===== config.mk =====
export PLATFORM = sky130hd
export DESIGN_NAME = grad_dir_scheduler
export DESIGN_NICKNAME = d
export VERILOG_FILES = /design/src/rtl/grad_dir_pkg.sv /design/src/rtl/grad_sector_classify.sv /design/src/rtl/grad_dir_scheduler.sv
export SDC_FILE = /design/constraint.sdc
export NUM_CORES = 1
export LEC_CHECK = 0
export ABC_AREA = 1
export ABC_CLOCK_PERIOD_IN_PS = 5850
export BUFFER_PORTS_ARGS = -buffer_cell sky130_fd_sc_hd__buf_2
export CAP_MARGIN = 40
export CORE_MARGIN = 2
export CORE_UTILIZATION = 40
export CTS_BUF_LIST = sky130_fd_sc_hd__clkbuf_4 sky130_fd_sc_hd__clkbuf_8 sky130_fd_sc_hd__clkbuf_16
export CTS_CLUSTER_DIAMETER = 120
export CTS_CLUSTER_SIZE = 14
export DETAILED_ROUTE_END_ITERATION = 6
export PLACE_DENSITY = 0.65
export SETUP_SLACK_MARGIN = 0.15
export SYNTH_ARGS = -nofsm -noshare
export SYNTH_HDL_FRONTEND = slang
export SYNTH_SLANG_ARGS = --single-unit

===== constraint.sdc =====
create_clock -name i_clk -period 5.85 [get_ports i_clk]
set_input_delay 0.585 -clock i_clk [delete_from_list [all_inputs] [get_ports i_clk]]
set_output_delay 0.585 -clock i_clk [all_outputs]
set_load 0.005 [all_outputs]

===== src/rtl/grad_dir_pkg.sv =====
// Shared constants and helpers for the gradient-direction scheduler.
package grad_dir_pkg;

  // Same-sign sector codes: |y|/|x| compared against tan 0, 22.5, 45, 67.5.
  localparam logic [3:0] SECTOR_EQ0    = 4'd0;
  localparam logic [3:0] SECTOR_LT22   = 4'd1;
  localparam logic [3:0] SECTOR_EQ22   = 4'd2;
  localparam logic [3:0] SECTOR_LT45   = 4'd3;
  localparam logic [3:0] SECTOR_EQ45   = 4'd4;
  localparam logic [3:0] SECTOR_LT67   = 4'd5;
  localparam logic [3:0] SECTOR_EQ67   = 4'd6;
  localparam logic [3:0] SECTOR_GT67   = 4'd7;
  // Opposite-sign sector codes mirror the same-sign ones (15 - code).
  localparam logic [3:0] SECTOR_M_GT67 = 4'd8;
  localparam logic [3:0] SECTOR_M_EQ67 = 4'd9;
  localparam logic [3:0] SECTOR_M_LT67 = 4'd10;
  localparam logic [3:0] SECTOR_M_EQ45 = 4'd11;
  localparam logic [3:0] SECTOR_M_LT45 = 4'd12;
  localparam logic [3:0] SECTOR_M_EQ22 = 4'd13;
  localparam logic [3:0] SECTOR_M_LT22 = 4'd14;
  localparam logic [3:0] SECTOR_M_EQ0  = 4'd15;

  // NMS direction bins.
  localparam logic [1:0] DIR_0   = 2'd0;
  localparam logic [1:0] DIR_45  = 2'd1;
  localparam logic [1:0] DIR_90  = 2'd2;
  localparam logic [1:0] DIR_135 = 2'd3;

  // tan(22.5), tan(45), tan(67.5) in Q.7.
  localparam int TAN_22_Q7 = 53;
  localparam int TAN_45_Q7 = 128;
  localparam int TAN_67_Q7 = 309;

  // Fold the 16 sector codes into the four NMS bins.
  function automatic logic [1:0] sector_to_dir(input logic [3:0] code);
    logic [1:0] dir;
    if (code <= SECTOR_LT22 || code >= SECTOR_M_LT22) begin
      dir = DIR_0;
    end else if (code <= SECTOR_LT67) begin
      dir = DIR_45;
    end else if (code <= SECTOR_M_EQ67) begin
      dir = DIR_90;
    end else begin
      dir = DIR_135;
    end
    return dir;
  endfunction

endpackage


===== src/rtl/grad_sector_classify.sv =====
// Combinational classifier: signed 14-bit (x, y) gradient to 4-bit sector code.
module grad_sector_classify
  import grad_dir_pkg::*;
(
  input  logic [13:0] i_x,
  input  logic [13:0] i_y,
  output logic [3:0]  o_code
);

  logic [13:0] w_ax;
  logic [13:0] w_ay;
  logic [23:0] w_lhs;
  logic [23:0] w_t22;
  logic [23:0] w_t45;
  logic [23:0] w_t67;
  logic        w_opp;
  logic [3:0]  w_pos;

  // Magnitudes; -8192 wraps and is not a legal operand.
  assign w_ax  = i_x[13] ? (~i_x + 14'd1) : i_x;
  assign w_ay  = i_y[13] ? (~i_y + 14'd1) : i_y;
  assign w_lhs = {3'b000, w_ay, 7'b0000000};
  assign w_t22 = 24'(w_ax) * 24'(TAN_22_Q7);
  assign w_t45 = 24'(w_ax) * 24'(TAN_45_Q7);
  assign w_t67 = 24'(w_ax) * 24'(TAN_67_Q7);
  assign w_opp = i_x[13] ^ i_y[13];

  // Locate |y|*128 among the tangent thresholds scaled by |x|.
  always_comb begin
    w_pos = SECTOR_GT67;
    if (w_lhs == 24'd0) begin
      w_pos = SECTOR_EQ0;
    end else if (w_lhs < w_t22) begin
      w_pos = SECTOR_LT22;
    end else if (w_lhs == w_t22) begin
      w_pos = SECTOR_EQ22;
    end else if (w_lhs < w_t45) begin
      w_pos = SECTOR_LT45;
    end else if (w_lhs == w_t45) begin
      w_pos = SECTOR_EQ45;
    end else if (w_lhs < w_t67) begin
      w_pos = SECTOR_LT67;
    end else if (w_lhs == w_t67) begin
      w_pos = SECTOR_EQ67;
    end
  end

  // Opposite signs select the mirrored code.
  always_comb begin
    o_code = w_pos;
    if (w_opp) begin
      case (w_pos)
        SECTOR_EQ0:  o_code = SECTOR_M_EQ0;
        SECTOR_LT22: o_code = SECTOR_M_LT22;
        SECTOR_EQ22: o_code = SECTOR_M_EQ22;
        SECTOR_LT45: o_code = SECTOR_M_LT45;
        SECTOR_EQ45: o_code = SECTOR_M_EQ45;
        SECTOR_LT67: o_code = SECTOR_M_LT67;
        SECTOR_EQ67: o_code = SECTOR_M_EQ67;
        default:     o_code = SECTOR_M_GT67;
      endcase
    end
  end

endmodule


===== src/rtl/grad_dir_scheduler.sv =====
// Round-robin scheduler sharing one sector classifier among N_REQ requesters,
// with a registered operand stage and a tagged result FIFO.
// Handshakes: a request transfers on an edge where i_req_valid[r] and
// o_req_ready[r] are both high; a result transfers on an edge where
// o_res_valid and i_res_ready are both high. Head outputs stay stable
// while o_res_valid is high and i_res_ready is low.
module grad_dir_scheduler
  import grad_dir_pkg::*;
#(
  parameter int N_REQ      = 2,
  parameter int ID_W       = 2,
  parameter int FIFO_DEPTH = 4
) (
  input  logic                 i_clk,
  input  logic                 i_rst,
  input  logic [N_REQ-1:0]     i_req_valid,
  output logic [N_REQ-1:0]     o_req_ready,
  input  logic [14*N_REQ-1:0]  i_req_x,
  input  logic [14*N_REQ-1:0]  i_req_y,
  output logic                 o_res_valid,
  input  logic                 i_res_ready,
  output logic [ID_W-1:0]      o_res_id,
  output logic [3:0]           o_res_code,
  output logic [1:0]           o_res_dir,
  output logic                 o_busy
);

  localparam int AW = $clog2(FIFO_DEPTH);
  localparam int CW = AW + 1;

  logic [ID_W-1:0] r_rr_ptr;
  logic            r_op_valid;
  logic [13:0]     r_op_x;
  logic [13:0]     r_op_y;
  logic [ID_W-1:0] r_op_id;

  logic [ID_W-1:0] r_mem_id   [FIFO_DEPTH];
  logic [3:0]      r_mem_code [FIFO_DEPTH];
  logic [1:0]      r_mem_dir  [FIFO_DEPTH];
  logic [AW-1:0]   r_wr_ptr;
  logic [AW-1:0]   r_rd_ptr;
  logic [CW-1:0]   r_count;

  logic             w_credit;
  logic [N_REQ-1:0] w_grant;
  logic             w_grant_any;
  logic [ID_W-1:0]  w_grant_id;
  logic [ID_W-1:0]  w_rr_next;
  logic [13:0]      w_sel_x;
  logic [13:0]      w_sel_y;
  logic             w_push;
  logic             w_pop;
  logic [3:0]       w_code;
  logic [1:0]       w_dir;
  int               w_idx;

  // A grant is allowed only while every in-flight result has a FIFO slot.
  assign w_credit = (r_count + CW'(r_op_valid)) < CW'(FIFO_DEPTH);

  // Round-robin search from r_rr_ptr upward with wrap.
  always_comb begin
    w_grant     = '0;
    w_grant_any = 1'b0;
    w_grant_id  = '0;
    w_sel_x     = '0;
    w_sel_y     = '0;
    w_idx       = 0;
    if (w_credit) begin
      for (int i = 0; i < N_REQ; i++) begin
        w_idx = int'(r_rr_ptr) + i;
        if (w_idx >= N_REQ) w_idx = w_idx - N_REQ;
        if (!w_grant_any && i_req_valid[w_idx]) begin
          w_grant_any    = 1'b1;
          w_grant[w_idx] = 1'b1;
          w_grant_id     = ID_W'(w_idx);
          w_sel_x        = i_req_x[w_idx*14 +: 14];
          w_sel_y        = i_req_y[w_idx*14 +: 14];
        end
      end
    end
  end

  assign w_rr_next   = (w_grant_id == ID_W'(N_REQ - 1)) ? '0 : w_grant_id + ID_W'(1);
  assign o_req_ready = w_grant;

  grad_sector_classify u_classify (
    .i_x    (r_op_x),
    .i_y    (r_op_y),
    .o_code (w_code)
  );

  assign w_dir  = sector_to_dir(w_code);
  assign w_push = r_op_valid;
  assign w_pop  = (r_count != '0) && i_res_ready;

  // Arbiter pointer and operand stage.
  always_ff @(posedge i_clk) begin
    if (i_rst) begin
      r_rr_ptr   <= '0;
      r_op_valid <= 1'b0;
    end else begin
      r_op_valid <= w_grant_any;
      if (w_grant_any) begin
        r_rr_ptr <= w_rr_next;
        r_op_x   <= w_sel_x;
        r_op_y   <= w_sel_y;
        r_op_id  <= w_grant_id;
      end
    end
  end

  // Result FIFO: simultaneous push and pop are both honoured.
  always_ff @(posedge i_clk) begin
    if (i_rst) begin
      r_wr_ptr <= '0;
      r_rd_ptr <= '0;
      r_count  <= '0;
    end else begin
      if (w_push) begin
        r_mem_id[r_wr_ptr]   <= r_op_id;
        r_mem_code[r_wr_ptr] <= w_code;
        r_mem_dir[r_wr_ptr]  <= w_dir;
        r_wr_ptr             <= r_wr_ptr + AW'(1);
      end
      if (w_pop) begin
        r_rd_ptr <= r_rd_ptr + AW'(1);
      end
      case ({w_push, w_pop})
        2'b10:   r_count <= r_count + CW'(1);
        2'b01:   r_count <= r_count - CW'(1);
        default: r_count <= r_count;
      endcase
    end
  end

  // Head outputs read as zero while the FIFO is empty.
  assign o_res_valid = (r_count != '0);
  assign o_res_id    = o_res_valid ? r_mem_id[r_rd_ptr]   : '0;
  assign o_res_code  = o_res_valid ? r_mem_code[r_rd_ptr] : '0;
  assign o_res_dir   = o_res_valid ? r_mem_dir[r_rd_ptr]  : '0;
  assign o_busy      = r_op_valid | o_res_valid;

endmodule


==> reports/metrics.yaml <==
worst_hold_path:
  hold_path_class: "register to register"
clocking:
  cts-root-buf: "clkbuf_16"
  cts_hold_buf: 0
  cts_tree: "built"
  cts.sinks: 74
  clkTransAtPathRegs_ns: 0.07
  clk_latency_ns: 0.34
  cts_buffers: 9
  clockBufferDepth: 2
  h-tree-depth: 3
cells_and_area:
  multi_input_area_um2: 9570
  diodes: 0
  drive_gt1_frac: 0.214
  fillCellCount: 3122
  nets: 2336
  final_common_cell: "nand2_1"
  synthToLayoutAreaGrowth_pct: 22.3
  final-seq-area_um2: 2100
  most-common-layout-cells: "nand2_1 (353), inv_1 (259), buf_4 (191)"
  final_util: 0.493
die:
  start_util: 0.403
  rows: 65
  dieWidth_um: 182
  fp.dieH_um: 182
  io_pins: 73
  dieArea_um2: 33000
  fp.coreArea_um2: 31300
global_routing:
  grt_pass1_wl_um: 66900
  grt_pass1_vias: 13200
  grt_start_max_net_pins: 79
  grt_use_total: 0.253
  overflow: 0
  antenna_found_initial: 0
sta:
  hold_viol: 0
  tns_ns: -8.39
  fmaxAchievable_mhz: 156
  relSlewSlack: 0.397
  final.setup.worst_slack_ns: -0.569
  setup_violations: 20
  final_max_slew_viol_count: 0
  finalCriticalPeriod_ns: 6.42
  tightest_slew_ns: 0.895
  rsz0062_at_grt: "true"
  fin_worst_skew_ns: 0.0156
  fin_crit_sh: 1.10
routing:
  drc: 0
  drt_first_pass_iters: 6
  post_drt_wl_per_cell_um: 17.0
  drt_iter0_markers: 1056
  drt_wl_total_um: 42000
  viasPerCell: 5.44
  vias: 13500
  antenna_left: 0
critical_path:
  cp_common_cell: "nand2_1"
  endpoint_kind: "register"
  worstPathRequired_ns: 5.95
  cp_data_arrival_time_ns: 6.52
  start_kind: "register"
  cp_slowest_cell: "fa_1"
  critical_path_class: "register to register"
  cp_num_buf_inv: 7
  max_stage_delay_ns: 0.54
  crit_family: "simple AND/OR/NAND/NOR gates"
  crit_fanout: 4
synth:
  ys.flop_type: "edfxtp_1"
  synth_area_um2: 12600
  synth_top_area_cell: "ha_1"
  synthCells: 1852
  yosys.area.top_type_share: 0.152
  async_flop_share: 0
  yosysWarnings: 0
  synthTopCellsByArea: "ha_1 (15%), edfxtp_1 (15%), nand2_1 (11%)"
  yosys_register_bits: 74
  syn_nets: 2121
  synth_edf_count: 62
  seq_area_frac_synth: 0.167
  avgSynthCellArea_um2: 6.81
  ys_types: 63
flow_run:
  drv_cap: 0
placement:
  dp.final_hpwl_um: 33400
  port-buffer-count: 72
  gp_congestion: 0.995
  preCtsSetupSlack_ns: -0.695
status:
  violations: "setup timing"
  outcome: "finished, violations left"
## routing by layer
metal	share of wire	global-route usage	up-vias
li1	-	-	6584
met1	0.43	0.321	6269
met2	0.48	0.444	493
met3	0.053	0.0203	105
met4	0.035	0.100	0
met5	0	0	-
## worst register-to-register path, delay by kind of cell, from the launching register on
kind / cells / cell delay (ns)
and+or+nand+nor: 23 / 2.20
xor gates and xnor gates: 2 / 0.31
DFF: 1 / 0.40
adders and majority gates: 7 / 2.17
buffers and inverters: 7 / 0.61
AOI/OAI and AO/OA: 3 / 0.49
## synthesized netlist by cell type, types with 4 or more instances
master,number
nand3_1,90
xnor2_1,14
buf_2,13
inv_2,20
o22ai_1,11
nand3b_1,5
nand3_2,7
nor4_1,10
o21ai_1,6
and2_1,5
nand2_1,362
fa_1,55
edfxtp_1,62
a211oi_1,6
or2_2,5
a21o_1,4
nor2_1,188
o221ai_1,7
o2111ai_1,5
o211ai_1,16
clkbuf_1,40
inv_1,270
nor2_4,6
dfxtp_1,12
a21oi_1,137
nand4_1,12
nor3_1,21
nand2_2,23
o21ai_0,159
a22oi_1,4
buf_1,5
nor2_2,12
xor2_1,35
ha_1,153
a221oi_1,8
o21bai_1,8
a31oi_1,14
## per-stage QoR
stage | cell area [um2] | hold slack, ns | std cells
floorplan | 12800 | 0.436 | 1852
global placement | 14700 | 0.454 | 2443
detailed placement | 14700 | 0.459 | 2443
CTS | 15200 | 0.458 | 2463
global route | 15400 | 0.480 | 2474
finish | 15400 | 0.472 | 2474
## final timing paths
path,depth (start not counted),slack (ns),start,end
worst max-delay path,42,-0.57,r_op_x[0],r_mem_dir[1][0]
worst min-delay path,2,0.47,r_rd_ptr[1],register
worst max register to register,42,-0.57,r_op_x[0],r_mem_dir[1][0]
worst min register to register,2,0.47,r_rd_ptr[1],register
## area by class of cell
class	count	area share
Inverter	292	0.0712
Timing Repair Buffer	267	0.119
Multi-Input combinational cell	1423	0.620
Tap cell	402	0.0326
Clock inverter	7	0.00552
Sequential cell	74	0.136
Clock buffer	9	0.0146
## what timing repair did
| item | 4_1_cts | 5_1_grt |
|---|---|---|
| buffers inserted | 4 | 11 |
| resized for setup | 24 | 30 |
| pin swaps | 19 | 28 |
| endpoints found under the setup margin | 20 | 20 |
## flip-flops by register name, summed over array words and instances, names as in the netlist, named ones only
name	count
r_op_valid	1
r_mem_id	8
r_op_id	2
r_mem_dir	8
r_op_y	14
r_op_x	14
r_count	3
r_wr_ptr	2
r_mem_code	16
r_rd_ptr	2
r_rr_ptr	2
## logic make-up (layout without fill, tap and decap cells)
logic type,after synthesis,count (layout),synth area share
muxes,1,1,0.000794
and+or+nand+nor,754,754,0.262
adders and majority gates,208,208,0.239
buffers and inverters,355,575,0.109
AOI/OAI and AO/OA,410,410,0.187
xor gates and xnor gates,50,50,0.0353
DFF,74,74,0.167
Power is left out: the tool's default activity adds up to more than one toggle a clock period on the data nets, which glitch-free logic cannot reach.
